**config.mk**
```make
export PLATFORM = sky130hd
export DESIGN_NAME = hazard_ctrl
export DESIGN_NICKNAME = d
export VERILOG_FILES = /design/src/rtl/hazard_ctrl.sv
export SDC_FILE = /design/constraint.sdc
export NUM_CORES = 1
export LEC_CHECK = 0
export ABC_AREA = 1
export CAP_MARGIN = 20
export CORE_ASPECT_RATIO = 0.6
export CORE_MARGIN = 2
export CORE_UTILIZATION = 40
export CTS_BUF_LIST = sky130_fd_sc_hd__clkbuf_16
export DETAILED_ROUTE_END_ITERATION = 10
export PLACE_DENSITY = 0.69
export SLEW_MARGIN = 20
export SYNTH_ARGS = -nofsm -noshare
export SYNTH_HDL_FRONTEND = slang
export SYNTH_SLANG_ARGS = --single-unit
```
**constraint.sdc**
```tcl
create_clock -name clk -period 3.9 [get_ports clk]
set_clock_uncertainty 0.2 [all_clocks]
set_input_delay 0.975 -clock clk [delete_from_list [all_inputs] [get_ports clk]]
set_output_delay 0.975 -clock clk [all_outputs]
set_load 0.005 [all_outputs]
```
**src/rtl/hazard_ctrl.sv**
```systemverilog
// Pipeline sequencing controller for the 5-stage rvseed core: load-use stalls, redirect flushes,
// memory freezes and registered EX operand forwarding selects. Optional counters: HAZARD_PERF_EN.
`ifndef REG_ADDR_WIDTH
`define REG_ADDR_WIDTH 7
`endif

module hazard_ctrl #(
    parameter int RADDR_W = `REG_ADDR_WIDTH,
    parameter int FWD_W   = 2
) (
    input  logic               clk,
    input  logic               rst,
    input  logic               id_valid,
    input  logic [RADDR_W-1:0] id_rs1,
    input  logic [RADDR_W-1:0] id_rs2,
    input  logic               id_use_rs1,
    input  logic               id_use_rs2,
    input  logic [RADDR_W-1:0] id_rd,
    input  logic               id_wen,
    input  logic               id_load,
    input  logic               ex_redirect,
    input  logic               mem_busy,
    output logic               stall_if,
    output logic               stall_id,
    output logic               stall_ex,
    output logic               stall_mem,
    output logic               flush_if,
    output logic               flush_id,
    output logic [FWD_W-1:0]   fwd_rs1_sel,
    output logic [FWD_W-1:0]   fwd_rs2_sel,
`ifdef HAZARD_PERF_EN
    output logic [31:0]        perf_stall_cnt,
    output logic [31:0]        perf_flush_cnt,
    output logic [31:0]        perf_freeze_cnt,
`endif
    output logic [1:0]         ctrl_state
);

    typedef enum logic [1:0] {
        ACT_RUN      = 2'd0,
        ACT_LU_STALL = 2'd1,
        ACT_FLUSH    = 2'd2,
        ACT_FREEZE   = 2'd3
    } act_e;

    act_e act;
    act_e state_q, state_d;

    // The regfile is write-through, so only the EX and MEM shadow entries can feed a forward.
    logic               ex_valid_q, ex_valid_d;
    logic [RADDR_W-1:0] ex_rd_q, ex_rd_d;
    logic               ex_wen_q, ex_wen_d;
    logic               ex_load_q, ex_load_d;
    logic               mem_valid_q, mem_valid_d;
    logic [RADDR_W-1:0] mem_rd_q, mem_rd_d;
    logic               mem_wen_q, mem_wen_d;
    logic [FWD_W-1:0]   fwd_rs1_q, fwd_rs1_d;
    logic [FWD_W-1:0]   fwd_rs2_q, fwd_rs2_d;

    logic ex_hit1, ex_hit2, mem_hit1, mem_hit2, lu;

    function automatic logic src_hit(input logic v, input logic w, input logic [RADDR_W-1:0] rd,
                                     input logic [RADDR_W-1:0] src, input logic use_src);
        return v & w & (rd != '0) & (rd == src) & use_src;
    endfunction

    function automatic logic [FWD_W-1:0] fwd_sel(input logic ex_hit, input logic mem_hit);
        if (ex_hit)       return FWD_W'(1);
        else if (mem_hit) return FWD_W'(2);
        else              return '0;
    endfunction

    always_comb begin
        ex_hit1  = src_hit(ex_valid_q, ex_wen_q, ex_rd_q, id_rs1, id_use_rs1);
        ex_hit2  = src_hit(ex_valid_q, ex_wen_q, ex_rd_q, id_rs2, id_use_rs2);
        mem_hit1 = src_hit(mem_valid_q, mem_wen_q, mem_rd_q, id_rs1, id_use_rs1);
        mem_hit2 = src_hit(mem_valid_q, mem_wen_q, mem_rd_q, id_rs2, id_use_rs2);
        lu       = id_valid & ex_load_q & (ex_hit1 | ex_hit2);
    end

    always_comb begin
        act = ACT_RUN;
        if (mem_busy)         act = ACT_FREEZE;
        else if (ex_redirect) act = ACT_FLUSH;
        else if (lu)          act = ACT_LU_STALL;
    end

    always_comb begin
        stall_if  = 1'b0;
        stall_id  = 1'b0;
        stall_ex  = 1'b0;
        stall_mem = 1'b0;
        flush_if  = 1'b0;
        flush_id  = 1'b0;
        if (!rst) begin
            case (act)
                ACT_FREEZE: begin
                    stall_if  = 1'b1;
                    stall_id  = 1'b1;
                    stall_ex  = 1'b1;
                    stall_mem = 1'b1;
                end
                ACT_FLUSH: begin
                    flush_if = 1'b1;
                    flush_id = 1'b1;
                end
                ACT_LU_STALL: begin
                    stall_if = 1'b1;
                    stall_id = 1'b1;
                    flush_id = 1'b1;
                end
                default: ;
            endcase
        end
    end

    always_comb begin
        state_d     = act;
        ex_valid_d  = ex_valid_q;
        ex_rd_d     = ex_rd_q;
        ex_wen_d    = ex_wen_q;
        ex_load_d   = ex_load_q;
        mem_valid_d = mem_valid_q;
        mem_rd_d    = mem_rd_q;
        mem_wen_d   = mem_wen_q;
        fwd_rs1_d   = fwd_rs1_q;
        fwd_rs2_d   = fwd_rs2_q;
        if (act != ACT_FREEZE) begin
            mem_valid_d = ex_valid_q;
            mem_rd_d    = ex_rd_q;
            mem_wen_d   = ex_wen_q;
            ex_valid_d  = 1'b0;
            ex_rd_d     = '0;
            ex_wen_d    = 1'b0;
            ex_load_d   = 1'b0;
            if (act == ACT_RUN && id_valid) begin
                ex_valid_d = 1'b1;
                ex_rd_d    = id_rd;
                ex_wen_d   = id_wen;
                ex_load_d  = id_load;
                // A load in EX never reaches here with a match; that case is LU_STALL.
                fwd_rs1_d  = fwd_sel(ex_hit1 & ~ex_load_q, mem_hit1);
                fwd_rs2_d  = fwd_sel(ex_hit2 & ~ex_load_q, mem_hit2);
            end
            if (act == ACT_FLUSH) begin
                fwd_rs1_d = '0;
                fwd_rs2_d = '0;
            end
        end
    end

    always_ff @(posedge clk) begin
        if (rst) begin
            state_q     <= ACT_RUN;
            ex_valid_q  <= 1'b0;
            ex_rd_q     <= '0;
            ex_wen_q    <= 1'b0;
            ex_load_q   <= 1'b0;
            mem_valid_q <= 1'b0;
            mem_rd_q    <= '0;
            mem_wen_q   <= 1'b0;
            fwd_rs1_q   <= '0;
            fwd_rs2_q   <= '0;
        end else begin
            state_q     <= state_d;
            ex_valid_q  <= ex_valid_d;
            ex_rd_q     <= ex_rd_d;
            ex_wen_q    <= ex_wen_d;
            ex_load_q   <= ex_load_d;
            mem_valid_q <= mem_valid_d;
            mem_rd_q    <= mem_rd_d;
            mem_wen_q   <= mem_wen_d;
            fwd_rs1_q   <= fwd_rs1_d;
            fwd_rs2_q   <= fwd_rs2_d;
        end
    end

    assign ctrl_state  = state_q;
    assign fwd_rs1_sel = fwd_rs1_q;
    assign fwd_rs2_sel = fwd_rs2_q;

`ifdef HAZARD_PERF_EN
    logic [31:0] stall_cnt_q, stall_cnt_d;
    logic [31:0] flush_cnt_q, flush_cnt_d;
    logic [31:0] freeze_cnt_q, freeze_cnt_d;

    always_comb begin
        stall_cnt_d  = stall_cnt_q;
        flush_cnt_d  = flush_cnt_q;
        freeze_cnt_d = freeze_cnt_q;
        if (act == ACT_LU_STALL && stall_cnt_q != 32'hFFFF_FFFF) stall_cnt_d = stall_cnt_q + 32'd1;
        if (act == ACT_FLUSH && flush_cnt_q != 32'hFFFF_FFFF) flush_cnt_d = flush_cnt_q + 32'd1;
        if (act == ACT_FREEZE && freeze_cnt_q != 32'hFFFF_FFFF) freeze_cnt_d = freeze_cnt_q + 32'd1;
    end

    always_ff @(posedge clk) begin
        if (rst) begin
            stall_cnt_q  <= '0;
            flush_cnt_q  <= '0;
            freeze_cnt_q <= '0;
        end else begin
            stall_cnt_q  <= stall_cnt_d;
            flush_cnt_q  <= flush_cnt_d;
            freeze_cnt_q <= freeze_cnt_d;
        end
    end

    assign perf_stall_cnt  = stall_cnt_q;
    assign perf_flush_cnt  = flush_cnt_q;
    assign perf_freeze_cnt = freeze_cnt_q;
`endif

endmodule

```
-- Word-level counts from Yosys, hierarchy flattened
Index checks and enable logic that the tools add are counted.
- flip-flop bits (word level): 25
- output and inout bits: 12
- equal/unequal tests: 8
- multiplexer cells: 23
- bitwise gates (word level): 18
- reductions and logical operators: 8
- operators with widths (kind ; count):
    $eq A7 B7 Y1 ; 4
    $mux W2 ; 10
    $and A1 B1 Y1 ; 16
    $reduce_bool A7 Y1 ; 2
    $mux W1 ; 12
    $mux W7 ; 1
    $eq A2 B2 Y1 const B ; 2
    $reduce_or A2 Y1 ; 2
    $eq A2 B1 Y1 const B ; 1
    $logic_not A2 Y1 ; 1
    $ne A2 B2 Y1 const B ; 1
    $reduce_and A2 Y1 ; 1
    $reduce_bool A2 Y1 ; 1
    $logic_and A1 B1 Y1 ; 1
    $not A1 Y1 ; 1
    $or A1 B1 Y1 ; 1

-- Depth between registers and ports, before layout
Gate-level depths: netlist of run 1.
- depth after elaboration: 13
- mapped depth: 16
- gate-level depth less buffers: 16

-- Least setup slack after synthesis of run 1
OpenSTA, ideal clock, no wires.
- path type: input to output
- start: in id_rs2[4]
- end: out flush_id
- arrival: 1.930 ns
- data required time: 2.725 ns
- path slack: 0.795 ns
- cell stages on the path: 11
- buffers on the path: 0
- cells stage by stage: inv_1 nand2_1 nand2_1 nand2_1 nor2_1 nand3_2 nand2_2 a21oi_1 ha_1 inv_1 nor2_1
- cells in the longest elaborated chain, start to end: 12
- elaborated cells between the ends (all ways): 13
- classes of those cells: 3 x eq/ne; 5 x mux; 4 x bitwise; 1 x reduce/logical
- ends and longest elaborated chain (item ; RTL line ; text):
    from (decl) ; 15 ; input logic [RADDR_W-1:0] id_rs2,
    $eq A7 B7 Y1 (*) ; 64 ; return v & w & (rd != '0) & (rd == src) & use_src;
    $and A1 B1 Y1 (*) (2 in series) ; 64 ;
    $or A1 B1 Y1 (*) ; 78 ; lu = id_valid & ex_load_q & (ex_hit1 | ex_hit2);
    $and A1 B1 Y1 (*) ; 78 ;
    $mux W1 (*) ; 85 ; else if (lu) act = ACT_LU_STALL;
    $mux W2 (*) ; 84 ; else if (ex_redirect) act = ACT_FLUSH;
    $mux W2 (*) ; 83 ; if (mem_busy) act = ACT_FREEZE;
    $eq A2 B2 Y1 / $eq A2 B1 Y1 (equally long branches) ; 96 ; case (act)
    $reduce_or A2 Y1 (no source line) (*) ; n/a ;
    $mux W1 (*) ; 96 ;
    $mux W1 (*) ; 95 ; if (!rst) begin
    to (decl) ; 28 ; output logic flush_id,
Every way passes the cells marked *; elsewhere a longest branch is shown, timed or not.

-- Worst setup path after layout of run 1
- start: in id_use_rs1
- end: out flush_id
- cells in the longest elaborated chain, start to end: 10
- elaborated cells between the ends (all ways): 11
- classes of those cells: 2 x eq/ne; 5 x mux; 3 x bitwise; 1 x reduce/logical
- ends and longest elaborated chain (item ; RTL line ; text):
    from (decl) ; 16 ; input logic id_use_rs1,
    $and A1 B1 Y1 (*) ; 64 ;
    $or A1 B1 Y1 (*) ; 78 ;
    $and A1 B1 Y1 (*) ; 78 ;
    $mux W1 (*) ; 85 ;
    $mux W2 (*) ; 84 ;
    $mux W2 (*) ; 83 ;
    $eq A2 B2 Y1 / $eq A2 B1 Y1 (equally long branches) ; 96 ;
    $reduce_or A2 Y1 (no source line) (*) ; n/a ;
    $mux W1 (*) ; 96 ;
    $mux W1 (*) ; 95 ;
Marked as above.

==> impl_results.md, run 1 <==
* Critical Path Source Type: input pin
* Fraction of power spent switching nets at 26.2%
* CORE AREA at 0.00405 mm2
* Worst min path class: flip-flop to flip-flop
* Total CTS buffers at 3
* Setup bufs post-CTS at 0
* Number of distinct standard cells referenced by the synthesized netlist at 24
* Horizontal extent of the die at 87.5 um
* Half-perimeter wire length after detailed placement at 4030 um
* Number of global-route vias before repair at 1715
* Crit path capture type: output port
* CTS HTree Levels at 1
* Clock period minus worst slack at 3710 ps
* Worst reg-to-reg setup slack at 1630 ps
* Proportion of netlist area held by the largest area contributor at 29.9%
* Sequential power share at 41.9%
* Routed vias at 1834
* Clock transition at the register clock pins on the worst setup and hold paths after CTS at 60 ps
* Total clock sinks at 25
* CP top delay family: buffers and inverters
* Length of the first detailed-routing pass in iterations at 4
* List of cells traversed by the critical path: clkdlybuf4s50_1 -> a21boi_2 -> nand2_1 -> nor2_2 -> nand3_2 -> nand2_2 -> a21oi_1 -> ha_1 -> inv_1 -> nor2_1 -> buf_2
* Worst Setup Slack, final at 185 ps
* Flops & latches, synth at 25
* I/O pin total at 42
* Portion of total power attributed to combinational logic at 21.9%
* Worst vdd rail ir drop at 0.000137 V
* DR vias/cell at 4.63
* Overall power at 0.000641 W
* Unrepaired setup endpoints after global routing: false
* Run status: finished, final reports clean
* Worst path arrival time at 2540 ps
* Setup WS pre-CTS at -402 ps
* Worst slew margin relative to its limit at 75.0%
* Number of input and output port buffers inserted at 41
* Number of setup violations in the final report at 0
* TritonCTS clock tree: built
* Maximum net fanout on the critical path at 2
* Die area at 0.00473 mm2
* Non-Filler Instances at 396
* Post-synthesis net count at 310
* NumNets Final at 378
* Placer's final routability congestion estimate at 0.954
* Area added between synthesis and finish at 46.5%
* Final hold slack at 263 ps
* Number of max-cap violations at 0
* Total placed cells including tap cells at 392
* Max-slew violations at 0
* Classification of the worst setup path: input pin to output port
* Layout Utilization at 60.4%
* Fraction of layout instances using a drive strength above 1 at 17.9%
* Antenna diode instance count at 0
* Remaining routing DRC violations at 0
* Clock root buffer master: sky130_fd_sc_hd__clkbuf_16
* Largest net degree at the start of global routing at 16
* Post-route fraction of the period consumed by the critical path at 95.2%
* Number of DRC violations after detailed-routing iteration 0 at 111
* Initial antenna violation count at 0
* Required time of the critical path at 2720 ps
* First-pass GRT wire length at 8180 um
* Part of the total power dissipated in the clock network at 36.3%
* P_int at 0.000473 W
* Number of cells produced by synthesis at 279
* Skew-Pair Late Insertion Delay at 260 ps
* Worst path buffer plus inverter count at 3
* Post-synth top area cell: sky130_fd_sc_hd__dfxtp_1
* Avg Cell Area, Syn at 5.99 um2
* Slew @ Worst Pin at 374 ps
* Final Hold Vio Count at 0
* Leakage power total at 1.27 nW
* Row count at 18
* Routed length per instance at 12.7 um
* Highest clock rate at 0.269 GHz
* Effective utilization at floorplan at 41.2%
* Top cells by area in the synthesized netlist: sky130_fd_sc_hd__dfxtp_1 30%, sky130_fd_sc_hd__nand2_1 20%, sky130_fd_sc_hd__nor2_1 8.1%
* Power density relative to cell area at 262 mW/mm2
* Total detailed-routing wirelength at 5030 um
* Total number of yosys warnings at 0
* Max incr delay on CP at 470 ps
* Sequential area share after synthesis at 29.9%
* Residual overflow from global routing at 0
* Post-DRT Antenna Nets at 0
* Total global routing track utilization at 23.0%
* Max stage delay cell, worst path: sky130_fd_sc_hd__clkdlybuf4s50_1
* Max Root-Sink Buffers at 2
* Vertical die dimension at 54.1 um
* Net switching power of the design at 0.000168 W
* Area of the mapped netlist at 0.00167 mm2
-- worst reg2reg max path, cell delays in order, from the launching register on --
cell                      delay, ps
sky130_fd_sc_hd__dfxtp_1        410
sky130_fd_sc_hd__nor2_1         150
sky130_fd_sc_hd__nand2_1         60
sky130_fd_sc_hd__nor2_1         210
sky130_fd_sc_hd__nor2_4          90
sky130_fd_sc_hd__nand3_2         80
sky130_fd_sc_hd__nand2_2         60
sky130_fd_sc_hd__a21oi_1        130
sky130_fd_sc_hd__ha_1           200
sky130_fd_sc_hd__nand3_1        100
sky130_fd_sc_hd__nand2_1        130
sky130_fd_sc_hd__nand3_1         90
sky130_fd_sc_hd__nor2_1         120
sky130_fd_sc_hd__nand2_1         70
sky130_fd_sc_hd__a21oi_1        110
-- worst paths after layout --
check                      start        endpoint  cells after the start
setup / recovery      id_use_rs1        flush_id                     11
hold / removal    fwd_rs2_sel[1]  fwd_rs2_sel[1]                      2
setup reg to reg      ex_rd_q[0]  fwd_rs2_sel[1]                     14
hold reg to reg   fwd_rs2_sel[1]  fwd_rs2_sel[1]                      2
-- cell type report --
cell class / instances / area (um2)
fillers: 410 / 1610
clock buffers: 3 / 75.1
clock inverters: 1 / 7.51
multi-input cells: 203 / 987
repair buffers: 68 / 643
inverters: 46 / 173
well taps: 50 / 62.6
flip-flops and latches: 25 / 500
-- flip-flops by register name (all words and copies together), names as in the netlist, 2 cells and up --
register / flops
ex_rd_q: 7
mem_rd_q: 7
ctrl_state: 2
fwd_rs1_sel: 2
fwd_rs2_sel: 2
-- what timing repair did --
action | in CTS | in global routing
pin swaps | 1 | 9
cloned | 0 | 0
endpoints found under the setup margin | 3 | 3
resized for setup | 7 | 23
endpoints found under the hold margin | 0 | 0
hold buffers | 0 | 0
-- cell families after synthesis --
logic type	synth area share (%)
adder cells (fa/ha/maj)	0.748
XOR/XNOR	6.29
AO/OA/AOI/OAI	12.1
flip-flops	29.9
AND/OR/NAND/NOR	38.9
buffers and inverters	12.0
-- placed cells by master (no fill, tap or decap) --
cell and n:
sky130_fd_sc_hd__dlygate4sd2_1 2, sky130_fd_sc_hd__clkdlybuf4s50_1 23, sky130_fd_sc_hd__nand2_1 91, sky130_fd_sc_hd__o21ai_1 2, sky130_fd_sc_hd__xnor2_1 7, sky130_fd_sc_hd__a21boi_2 1
sky130_fd_sc_hd__nand3_2 3, sky130_fd_sc_hd__nand3_1 8, sky130_fd_sc_hd__clkinvlp_4 1, sky130_fd_sc_hd__nor2_1 34, sky130_fd_sc_hd__ha_1 1, sky130_fd_sc_hd__dfxtp_1 25
sky130_fd_sc_hd__dlymetal6s2s_1 15, sky130_fd_sc_hd__inv_1 31, sky130_fd_sc_hd__nor2_2 4, sky130_fd_sc_hd__o21ai_0 11, sky130_fd_sc_hd__nand4_1 4, sky130_fd_sc_hd__buf_4 27
sky130_fd_sc_hd__a21oi_2 2, sky130_fd_sc_hd__xor2_1 5, sky130_fd_sc_hd__buf_2 1, sky130_fd_sc_hd__clkbuf_16 3, sky130_fd_sc_hd__inv_2 12, sky130_fd_sc_hd__nand4_2 1
sky130_fd_sc_hd__clkinv_1 3, sky130_fd_sc_hd__nand2_2 5, sky130_fd_sc_hd__o22ai_1 8, sky130_fd_sc_hd__a21oi_1 14, sky130_fd_sc_hd__nor2_4 2
-- metrics by stage --
step / setup TNS [ps] / area (um2)
after CTS: -36.3 / 2410
after global routing: 0 / 2450
final: 0 / 2450
after global placement: -984 / 2320
after floorplan: 0 / 1670
after detailed placement: -1010 / 2320
-- cells in the mapped netlist (all sizes together) --
| master | number |
|---|---|
| a21boi | 1 |
| a21oi | 16 |
| buf | 3 |
| clkbuf | 2 |
| clkinv | 3 |
| dfxtp | 25 |
| ha | 1 |
| inv | 43 |
| nand2 | 96 |
| nand3 | 11 |
| nand4 | 5 |
| nor2 | 40 |
| o21ai | 13 |
| o22ai | 8 |
| xnor2 | 7 |
| xor2 | 5 |
-- power groups by stage --
stage                     Combinational [W]  Sequential (W)  Clock, W
after global placement             0.000140        0.000274         0
after detailed placement           0.000140        0.000274         0
after floorplan                   0.0000639        0.000273         0
after global routing               0.000157        0.000270  0.000248
after CTS                          0.000141        0.000268  0.000242
final                              0.000140        0.000268  0.000233
-- metal layers --
metal / share of wire (%) / track usage, %
met5: 0 / 0
met2: 39 / 31.9
met1: 55 / 35.8
met3: 6.0 / 4.91
met4: 0.40 / 4.36
Note: power is estimated with default switching activity, not from simulation.
==> run 2: changes to the inputs <==
Settings changed: CTS_CLUSTER_SIZE set to 14.
==> results of run 2 <==
Final layout, timing and power as in run 1 (identical DEF).
==> run 3: changes to the inputs <==
Settings changed: GPL_TIMING_DRIVEN set to 1.
==> results of run 3 <==
Final layout, timing and power as in run 1 (identical DEF).
